`config.mk`:
```
export PLATFORM = sky130hd
export DESIGN_NAME = gf233_reducer
export DESIGN_NICKNAME = d
export VERILOG_FILES = /design/src/rtl/gf233_reducer.sv
export SDC_FILE = /design/constraint.sdc
export NUM_CORES = 2
export LEC_CHECK = 0
export ABC_AREA = 0
export CAP_MARGIN = 40
export CORE_AREA = 2 2 277 279
export DETAILED_ROUTE_END_ITERATION = 10
export DIE_AREA = 0 0 279 281
export PLACE_DENSITY = 0.86
export REMOVE_ABC_BUFFERS = 1
export SETUP_SLACK_MARGIN = 0.05
export SYNTH_ARGS = -nofsm -noshare
export SYNTH_HDL_FRONTEND = slang
export SYNTH_SLANG_ARGS = --single-unit
export TNS_END_PERCENT = 50
```
`constraint.sdc`:
```
create_clock -name clk -period 4.9 [get_ports clk]
set_clock_uncertainty 0.15 [all_clocks]
set_input_delay 1.225 -clock clk [delete_from_list [all_inputs] [get_ports clk]]
set_output_delay 1.225 -clock clk [all_outputs]
set_load 0.03 [all_outputs]
```
`src/rtl/gf233_reducer.sv`:
```
// Reducer for GF(2^233), f(x) = x^233 + x^74 + 1, folding from the top bit down.
// Define GF233_RED_DUAL_EN to fold two bits per clock (half the run length).
module gf233_reducer #(
    parameter int N = 233,
    parameter int K = 74
) (
    input  logic             clk,
    input  logic             rst_n,
    input  logic             in_valid,
    output logic             in_ready,
    input  logic [2*N-2:0]   in_poly,
    output logic             out_valid,
    input  logic             out_ready,
    output logic [N-1:0]     out_m,
    output logic             busy
);

    localparam int W  = 2 * N - 1;
    localparam int IW = $clog2(W);

    localparam logic [IW-1:0] TOP = IW'(W - 1);

`ifdef GF233_RED_DUAL_EN
    localparam logic [IW-1:0] STEP = IW'(2);
    localparam logic [IW-1:0] LAST = IW'(N + 1);
`else
    localparam logic [IW-1:0] STEP = IW'(1);
    localparam logic [IW-1:0] LAST = IW'(N);
`endif

    typedef enum logic [1:0] {
        IDLE,
        RUN,
        DONE
    } state_t;

    state_t        state, state_nx;
    logic [W-1:0]  r, r_nx;
    logic [IW-1:0] idx, idx_nx;

    // x^i = x^(i-159) + x^(i-233) mod f; the mask also clears bit i itself.
    function automatic logic [W-1:0] fold(
        input logic [W-1:0]  v,
        input logic [IW-1:0] i
    );
        logic [W-1:0] hot;
        hot = {{(W-1){1'b0}}, 1'b1} << i;
        if (v[i])
            fold = v ^ hot ^ (hot >> (N - K)) ^ (hot >> N);
        else
            fold = v;
    endfunction

    always_ff @(posedge clk or negedge rst_n) begin
        if (!rst_n) begin
            state <= IDLE;
            r     <= '0;
            idx   <= '0;
        end else begin
            state <= state_nx;
            r     <= r_nx;
            idx   <= idx_nx;
        end
    end

    always_comb begin
        state_nx = state;
        r_nx     = r;
        idx_nx   = idx;
        unique case (state)
            IDLE: begin
                if (in_valid) begin
                    r_nx     = in_poly;
                    idx_nx   = TOP;
                    state_nx = RUN;
                end
            end
            RUN: begin
`ifdef GF233_RED_DUAL_EN
                r_nx = fold(fold(r, idx), idx - IW'(1));
`else
                r_nx = fold(r, idx);
`endif
                idx_nx = idx - STEP;
                if (idx == LAST)
                    state_nx = DONE;
            end
            DONE: begin
                if (out_ready)
                    state_nx = IDLE;
            end
            default: state_nx = IDLE;
        endcase
    end

    // Low half of r is the result in DONE and stays put through IDLE.
    assign in_ready  = (state == IDLE);
    assign out_valid = (state == DONE);
    assign busy      = (state == RUN);
    assign out_m     = r[N-1:0];

endmodule

```
==> flow_summary.yaml <==
status:
  run_status: "finished, final reports clean"
timing:
  tns_ns: 0
  period_needed_ns: 4.70
  finalHoldViolations: 0
  total_setup_violations_reported_at_the_end_of_the_flow: 0
  final-max-slew-violation-count: 0
  worst_slew_margin_rel: 0.163
  unrepaired_setup_endpoints_after_global_routing: "false"
  max_freq_ghz: 0.213
  post-route-worst-setup-slack_ns: 0.202
  tightestPinTransition_ns: 1.26
  final_period_util: 0.959
final_layout:
  post_route_cells_drive_above_1_share: 0.134
  layout_commonest_cell: "sky130_fd_sc_hd__clkdlybuf4s50_1"
  design.final.nets: 5622
  fillerInstances: 6585
  postLayoutCellArea_um2: 46700
  commonest_cells_after_routing_fill_and_taps_aside: "sky130_fd_sc_hd__clkdlybuf4s50_1 (703), sky130_fd_sc_hd__o21ai_0 (568), sky130_fd_sc_hd__nor2_1 (566), sky130_fd_sc_hd__dfrtp_1 (470), sky130_fd_sc_hd__a21oi_1 (467)"
  finish.utilization: 0.619
  post_layout_nonfiller_instances: 6178
  layout_area_overhead_pct: 29.8
logic_synthesis:
  synth_edf_count: 0
  yosys_most_used_dff: "sky130_fd_sc_hd__dfrtp_1"
  synth-warning-count: 0
  syn_area_per_cell_um2: 7.86
  netlist_top_cells_area: "sky130_fd_sc_hd__dfrtp_1 (33%), sky130_fd_sc_hd__o21ai_0 (7.9%), sky130_fd_sc_hd__a21oi_1 (6.5%)"
  synth_top_area_frac: 0.331
  synth.largest_area_cell: "sky130_fd_sc_hd__dfrtp_1"
  combined_area_of_all_synthesized_cells_um2: 36000
  post_synth_num_cell_types: 70
  post_synth_inst_count: 4574
  asyncSetResetFlopFracSynth: 1.00
  ys_seq_area_frac: 0.331
  synth-seq-cells: 476
power:
  areal_power_density_over_the_cells_nw_per_um2: 661
  p_leak_nw: 17.4
  worst_voltage_drop_across_the_vdd_grid_mv: 0.430
drt:
  total_iterations_of_the_first_detailed_routing_run: 10
  drc: 0
  number_of_vias_after_detailed_routing: 45015
  routedWlPerCell_um: 33.9
  drt-total-wl_mm: 209
  route.detailed.vias_per_inst: 7.29
  drt_iter0_drc: 9096
  detail-route-antenna-nets: 0
floorplanning:
  num_rows: 101
  num_io_pins: 705
  floorplan.die.height_um: 281
  floorplan.die.width_um: 279
  floorplan.die_area_um2: 78400
  initial_utilization: 0.477
  coreArea_um2: 75400
clock_network:
  maximum_buffer_depth_of_the_clock_tree: 3
  cts_h_tree_depth: 2
  post_cts_resized: 0
  clock_sink_count: 476
  cts-buffers-inserted: 54
  clock_tree_from_tritoncts: "done"
  worst_path_clk_slew_ns: 0.07
  cts-root-buf: "sky130_fd_sc_hd__clkbuf_16"
  clk_latency_ns: 0.65
  holdBufCountCts: 0
  number_of_buffers_added_for_setup_after_cts: 0
worst_hold_path:
  hold_path_class: "reg -> reg"
worst_setup_path:
  cp_data_arrival_time_ns: 5.08
  worst-path-max-fanout: 52
  path_type_of_the_worst_setup_path: "reg -> reg"
  worst-endpoint-required_ns: 5.28
  critical_path.startpoint_type: "register"
  critical_path.endpoint_type: "register"
global_routing:
  grt_start_max_net_pins: 257
  first_global_vias: 42012
  number_of_antenna_violations_at_the_first_check_in_global_routing: 18
  first_pass_grt_wire_length_mm: 294
  groute.usage.overall: 0.516
  grt_overflow: 0
flow_run:
  maxCapViolCount: 0
placed_design:
  placedCellCount: 6069
  buffer_ports.inserted: 704
  place_worst_setup_slack_ns: 0.574
  weighted_congestion_at_the_end_of_routability_driven_global_placement: 1.10
  placed_area_um2: 44800
  place_hpwl_mm: 156
-- layout make-up --
class	instances	area [um2]	share of cell area
clock buffers	73	1540	0.0331
repair buffers	1172	11200	0.240
diodes	11	27.5	0.000590
inverters	19	76.3	0.00164
multi-input cells	3425	20400	0.437
flip-flops and latches	476	11900	0.255
clock inverters	24	274	0.00587
well taps	978	1220	0.0262
-- synth_stat cells, types with 73 or more instances --
library cell / count
sky130_fd_sc_hd__nor2_1: 568
sky130_fd_sc_hd__o21ai_0: 568
sky130_fd_sc_hd__dfrtp_1: 476
sky130_fd_sc_hd__a21oi_1: 467
sky130_fd_sc_hd__nand2_1: 356
sky130_fd_sc_hd__nor3_1: 331
sky130_fd_sc_hd__clkbuf_1: 303
sky130_fd_sc_hd__buf_4: 249
sky130_fd_sc_hd__o311ai_0: 120
sky130_fd_sc_hd__o21ai_1: 108
sky130_fd_sc_hd__a31oi_1: 91
sky130_fd_sc_hd__nor4_1: 91
sky130_fd_sc_hd__mux4_2: 90
sky130_fd_sc_hd__mux2i_1: 86
sky130_fd_sc_hd__xnor2_1: 73
-- path summary, 6_finish.rpt --
check / startpoint / end / slack (ns) / cells after the start
worst max-delay path: idx[1] / r[128] / 0.20 / 16
worst max register to register: idx[1] / r[128] / 0.20 / 16
worst min-delay path: r[238] / r[238] / 0.37 / 1
worst min register to register: r[238] / r[238] / 0.37 / 1
min in group asynchronous: rst_n / r[132] / 0.52 / 1
max in group asynchronous: rst_n / r[261] / 2.91 / 2
-- cell families (layout without fill, tap and decap cells) --
| group | Yosys count | count (layout) | synth area share |
|---|---|---|---|
| and+or+nand+nor | 1446 | 1446 | 0.175 |
| xor gates and xnor gates | 75 | 75 | 0.0183 |
| muxes | 178 | 178 | 0.0814 |
| adders and majority gates | 5 | 5 | 0.00174 |
| DFF | 476 | 476 | 0.331 |
| AOI/OAI and AO/OA | 1721 | 1721 | 0.288 |
| buffers and inverters | 673 | 1288 | 0.105 |
| other | 0 | 11 | 0 |
-- stage by stage --
stage          hold slack, ns  total power, mW
2_1_floorplan           0.327             15.0
3_3_place_gp            0.341             25.0
3_5_place_dp            0.350             25.5
4_1_cts                 0.367             29.8
5_1_grt                 0.385             31.5
6_report                0.370             30.9
-- registers in the layout, summed over array words and instances (netlist names) --
signal / count
r: 465
state: 2
idx: 9
-- layer usage --
metal,global-route usage,wire length (um),up-vias
met3,0.191,32000,1292
met5,0,80,-
met4,0.408,21500,12
met2,0.735,84900,4590
met1,0.629,70700,21242
li1,-,-,17879
-- where the power goes --
part           internal, mW  total, mW  leakage [nW]  switching [mW]
clock                  2.47       4.35         0.897            1.88
combinational          6.95       18.1          10.5            11.2
sequential             5.82       8.36          6.02            2.54
total                  15.2       30.9          17.4            15.6
-- worst max-delay path, cell delays in order (launching register included) --
cell	delay (ns)
sky130_fd_sc_hd__dfrtp_2	0.68
sky130_fd_sc_hd__buf_4	0.32
sky130_fd_sc_hd__nor2b_1	0.22
sky130_fd_sc_hd__buf_4	0.30
sky130_fd_sc_hd__a22oi_1	0.16
sky130_fd_sc_hd__a31oi_1	0.26
sky130_fd_sc_hd__buf_4	0.17
sky130_fd_sc_hd__o21ai_0	0.37
sky130_fd_sc_hd__a311o_1	0.52
sky130_fd_sc_hd__a21boi_0	0.19
sky130_fd_sc_hd__buf_4	0.17
sky130_fd_sc_hd__o2bb2ai_4	0.15
sky130_fd_sc_hd__buf_12	0.22
sky130_fd_sc_hd__buf_12	0.24
sky130_fd_sc_hd__buf_4	0.17
sky130_fd_sc_hd__a21oi_1	0.05
sky130_fd_sc_hd__o22ai_1	0.19
(Power assumes the default switching activity.)
